### src/rtl/nv_timeout_supervisor_pkg.sv
// nv_timeout_supervisor_pkg
//   Shared types for the NV-op timeout supervisor: the FSM state encoding
//   (3 bits, IDLE..ERROR) and the decoded Moore outputs that depend on the
//   registered state alone.
package nv_timeout_supervisor_pkg;

    typedef enum logic [2:0] {
        StIdle    = 3'd0,
        StIssue   = 3'd1,
        StWait    = 3'd2,
        StAbort   = 3'd3,
        StBackoff = 3'd4,
        StError   = 3'd5
    } sup_state_e;

    typedef struct packed {
        logic timer_reset;
        logic op_issue;
        logic op_abort;
        logic busy;
    } sup_decode_t;

    // Decoded outputs as a pure function of the state register.
    // timer_reset stays high everywhere except WAIT, so a sticky timeout left
    // over from a previous attempt is always cleared before the next WAIT.
    function automatic sup_decode_t decode_state(sup_state_e s);
        sup_decode_t d;
        d.timer_reset = (s != StWait);
        d.op_issue    = (s == StIssue);
        d.op_abort    = (s == StAbort);
        d.busy        = (s != StIdle);
        return d;
    endfunction

endpackage

### src/rtl/nv_timeout_supervisor.sv
// nv_timeout_supervisor
//   Consumer end of the NV-op timeout path. Supervises one NV operation at a
//   time: issue, wait for completion, abort on timeout, back off, retry up to
//   MAX_RETRY times, then report an error until acknowledged.
//   The external one-shot timeout timer is owned by the parent; this block only
//   drives its reset and watches its sticky interrupt.
// Ports
//   clk                  clock
//   reset                synchronous, active-high
//   op_start_i           1-cycle start request, sampled only in IDLE
//   op_done_i            1-cycle completion pulse, honoured only in WAIT
//   timeout_interrupt_i  sticky timeout from the external timer
//   err_ack_i            leaves ERROR, honoured only in ERROR
//   timer_reset_o        external timer reset, low only in WAIT
//   op_issue_o           1-cycle (re)issue pulse (ISSUE state)
//   op_abort_o           1-cycle abort pulse (ABORT state)
//   busy_o               high in every state except IDLE
//   done_ok_o            registered 1-cycle pulse, first IDLE cycle after success
//   done_err_o           registered 1-cycle pulse, first ERROR cycle
//   retry_count_o        retries consumed for the current/last op
module nv_timeout_supervisor
    import nv_timeout_supervisor_pkg::*;
#(
    parameter int unsigned MAX_RETRY      = 2,
    parameter int unsigned RETRY_W        = 2,
    parameter int unsigned BACKOFF_CYCLES = 16,
    parameter int unsigned BACKOFF_W      = 5
) (
    input  logic               clk,
    input  logic               reset,
    input  logic               op_start_i,
    input  logic               op_done_i,
    input  logic               timeout_interrupt_i,
    input  logic               err_ack_i,
    output logic               timer_reset_o,
    output logic               op_issue_o,
    output logic               op_abort_o,
    output logic               busy_o,
    output logic               done_ok_o,
    output logic               done_err_o,
    output logic [RETRY_W-1:0] retry_count_o
);

    localparam logic [RETRY_W-1:0]   RetryMax    = RETRY_W'(MAX_RETRY);
    // Counter runs BACKOFF_CYCLES-1 down to 0, giving BACKOFF_CYCLES cycles.
    localparam logic [BACKOFF_W-1:0] BackoffLoad = BACKOFF_W'(BACKOFF_CYCLES - 1);

    sup_state_e           state_q;
    logic [RETRY_W-1:0]   retry_q;
    logic [BACKOFF_W-1:0] backoff_q;
    logic                 done_ok_q;
    logic                 done_err_q;
    sup_decode_t          dec;

    always_ff @(posedge clk) begin
        if (reset) begin
            state_q    <= StIdle;
            retry_q    <= '0;
            backoff_q  <= '0;
            done_ok_q  <= 1'b0;
            done_err_q <= 1'b0;
        end else begin
            // Completion pulses last exactly one cycle.
            done_ok_q  <= 1'b0;
            done_err_q <= 1'b0;
            unique case (state_q)
                StIdle: begin
                    if (op_start_i) begin
                        state_q <= StIssue;
                        retry_q <= '0;
                    end
                end
                StIssue: begin
                    state_q <= StWait;
                end
                StWait: begin
                    // Completion beats a coincident timeout.
                    if (op_done_i) begin
                        state_q   <= StIdle;
                        done_ok_q <= 1'b1;
                    end else if (timeout_interrupt_i) begin
                        state_q <= StAbort;
                    end
                end
                StAbort: begin
                    // >= rather than == keeps the counter saturated even if
                    // it were ever observed past the limit.
                    if (retry_q >= RetryMax) begin
                        state_q    <= StError;
                        done_err_q <= 1'b1;
                    end else begin
                        state_q   <= StBackoff;
                        retry_q   <= retry_q + 1'b1;
                        backoff_q <= BackoffLoad;
                    end
                end
                StBackoff: begin
                    if (backoff_q == '0) begin
                        state_q <= StIssue;
                    end else begin
                        backoff_q <= backoff_q - 1'b1;
                    end
                end
                StError: begin
                    if (err_ack_i) begin
                        state_q <= StIdle;
                    end
                end
                default: begin
                    state_q <= StIdle;
                end
            endcase
        end
    end

    assign dec           = decode_state(state_q);
    assign timer_reset_o = dec.timer_reset;
    assign op_issue_o    = dec.op_issue;
    assign op_abort_o    = dec.op_abort;
    assign busy_o        = dec.busy;
    assign done_ok_o     = done_ok_q;
    assign done_err_o    = done_err_q;
    assign retry_count_o = retry_q;

endmodule

### config.mk
export PLATFORM = sky130hd
export DESIGN_NAME = nv_timeout_supervisor
export DESIGN_NICKNAME = d
export VERILOG_FILES = /design/src/rtl/nv_timeout_supervisor_pkg.sv /design/src/rtl/nv_timeout_supervisor.sv
export SDC_FILE = /design/constraint.sdc
export NUM_CORES = 1
export LEC_CHECK = 0
export ABC_AREA = 1
export CORE_AREA = 2 2 39 41
export DETAILED_ROUTE_END_ITERATION = 8
export DIE_AREA = 0 0 41 43
export DONT_BUFFER_PORTS = 1
export HOLD_SLACK_MARGIN = 0.02
export PLACE_DENSITY = 0.68
export SLEW_MARGIN = 10
export SYNTH_ARGS = -nofsm -noshare
export SYNTH_HDL_FRONTEND = slang
export SYNTH_SLANG_ARGS = --single-unit
### constraint.sdc
create_clock -name clk -period 2.3 [get_ports clk]
set_input_delay 0.575 -clock clk [delete_from_list [all_inputs] [get_ports clk]]
set_output_delay 0.575 -clock clk [all_outputs]
set_load 0.01 [all_outputs]
==> run_results.csv <==
group,metric,value,unit
clocking,cts_resized,0,
synthesis,syn_avg_cell_area,6.634,sq um
critical_path,crit_required,1730,ps
critical_path,arrival,1060,ps
sta,drv_slew,0,
synthesis,async_reset_ff_share,0,%
clocking,insertion_delay,270,ps
power,p_comb_share,22.8,%
power,leakage,0.3706,nW
synthesis,synthCells,106,
power,switching_share,31.64,%
power,p_seq_share,50.2,%
global_route,grt_max_degree,8,
routing,final_antenna_net_count,0,
sta,fmax,611.3,MHz
clocking,cts_tree,"yes",
outcome,status,"finished clean",
routing,firstDrtPassIters,4,
clocking,clk_pin_slew,70,ps
power,p_sw,146.9,uW
synthesis,ys_ff_latch,12,
clocking,clock_sinks,12,
clocking,clock_path_buffers,2,
layout,layout-drive-gt1-share,19.27,%
global_route,antenna_found_initial,0,
synthesis,syn-num-nets,114,
placed_design,dp.cells,122,
placed_design,port_buffers,0,
global_route,grt_pass1_wl,2208,um
clocking,hold_buffers,0,
clocking,post_cts_buffers,0,
synthesis,yosysSeqAreaShare,34.16,%
synthesis,synth-edff-count,0,
worst_hold_path,hp-start,"reset",
sta,tns,0,ps
placed_design,place.gp.congestion,0.6984,
floorplanning,rows,14,
power,max-vdd-ir-drop,0.4842,mV
synthesis,yosys-top-cells-area,"dfxtp_1 (34%), nand2_1 (12%), nor2_1 (9.6%), inv_1 (8.0%), nand3_1 (7.1%)",
synthesis,synthFlopType,"dfxtp_1",
critical_path,path_max_fanout,4,
power,powerDensity,622.6,mW/mm^2
critical_path,r2r_cells,8,
critical_path,crit_start,"state_q[0]$_SDFFE_PP0P_",
critical_path,r2r-start,"retry_count_o[0]$_SDFFE_PP0P_",
global_route,grt_overflow,0,
routing,drc,0,
clocking,cts_buffers,3,
floorplanning,die_y,43,um
sta,rsz0062_at_grt,"no",
layout,insertedDiodeCount,0,
flow_run,drv_cap,0,
synthesis,synth_cell_type_count,18,
clocking,clockRootBuffer,"clkbuf_4",
routing,first_iter_violations,6,
floorplanning,start_util,50.81,%
floorplanning,dieArea,0.001763,sq mm
power,p_clk_share,27.0,%
sta,finalCritPeriodShare,71.12,%
global_route,grt_pass1_vias,580,
floorplanning,die_width,41,um
critical_path,crit_type,"flop to output port",
sta,hold_viol,0,
routing,totalWireLength,1264,um
sta,setup_viol,0,
synthesis,yosys-top-cells-count,"nand2_1 (22), nor2_1 (18), inv_1 (15)",
synthesis,syn_area,703.2,sq um
layout,fin_cells,125,
synthesis,yosysMostFrequentCell,"nand2_1",
global_route,grtUsageTotal,17.88,%
sta,max_slew_margin,85.59,%
sta,skew,1.391,ps
layout,finalNetCount,119,
clocking,h-tree-depth,1,
critical_path,start_kind,"flop",
synthesis,yosys.area.top_type_share,34.16,%
placed_design,dp_hpwl,1047,um
sta,period_minus_slack,1636,ps
worst_hold_path,min_path_cells,1,
floorplanning,ios,14,
critical_path,worst_setup_path_end_kind,"output port",
layout,areaGrowthSynthToFinish,6.050,%
routing,wire_per_inst,10.11,um
floorplanning,core_area,0.001384,sq mm
routing,routed-via-count,650,
worst_hold_path,hp-class,"input pin to flop",
sta,worst_pin_slew,215.9,ps
synthesis,synth_area_leader_cell,"dfxtp_1",
synthesis,synth_warnings,0,
routing,viasPerCell,5.200,
power,power.internal,317.4,uW
final timing paths:
kind / endpoint / slack, ps
worst max-delay path: op_issue_o / 660
worst min-delay path: retry_count_o[1]$_SDFFE_PP0P_ / 350
worst max register to register: retry_count_o[0]$_SDFFE_PP0P_ / 870
worst min register to register: backoff_q[3]$_SDFFE_PP0P_ / 510
layout make-up:
type                       instances  area, sq um
clock buffer                       3        22.52
inverter                          18        67.56
sequential                        12        240.2
multi-input combinational         76        395.4
fill                             138        638.1
tap                               16        20.02
worst max-delay path, stage by stage, from the launching register on:
cell,delay [ps]
dfxtp_1,390
inv_1,70
nor2_1,140
nand2_1,90
inv_1,100
power groups by stage:
| stage | Combinational (mW) | Clock (mW) | Sequential (mW) |
|---|---|---|---|
| floorplan | 0.0913 | 0 | 0.236 |
| global placement | 0.104 | 0 | 0.238 |
| detailed placement | 0.106 | 0 | 0.238 |
| CTS | 0.106 | 0.132 | 0.233 |
| global route | 0.122 | 0.136 | 0.235 |
| finish | 0.106 | 0.125 | 0.233 |
kinds of logic after synthesis:
group	share of synthesized area (%)
compound gates	9.075
fa+ha+maj	3.558
buf+inv	9.608
flops	34.16
simple gates	43.59
cell usage in the layout (no fill, tap or decap), types with 2 or more instances in the layout:
cell and instances:
nor2_2 2, ha_1 2, a21oi_1 6, nand2_1 22, dfxtp_1 12, inv_2 3
nand3_1 10, nor2_1 18, nand2_2 5, a21oi_2 2, clkbuf_4 3, nand2_4 3
inv_1 15
stage by stage:
| step | area [sq um] | utilization [%] | worst slack [ps] | hold WS (ps) | power [mW] |
|---|---|---|---|---|---|
| after floorplan | 703.2 | - | 965.0 | 463.4 | 0.3271 |
| after global placement | 723.2 | 52.26 | 903.7 | 495.0 | 0.3420 |
| after detailed placement | 723.2 | 52.26 | 864.5 | 499.6 | 0.3442 |
| after CTS | 745.7 | 53.89 | 657.7 | 348.0 | 0.4716 |
| after global routing | 745.7 | 53.89 | 594.3 | 353.0 | 0.4927 |
| final | 745.7 | 53.89 | 664.3 | 354.6 | 0.4643 |
sequential cells by signal, indices dropped and copies added, names as in the netlist:
register,cells
backoff_q,5
done_ok_o,1
done_err_o,1
retry_count_o,2
state_q,3
metal layers:
layer	global-route usage, %	vias up	wire length, um
met1	21.64	298	546
met4	8.000	0	25
li1	-	334	-
met3	4.188	2	66
met5	0	-	0
met2	28.44	16	626
Power figures use the tool's default switching activity.
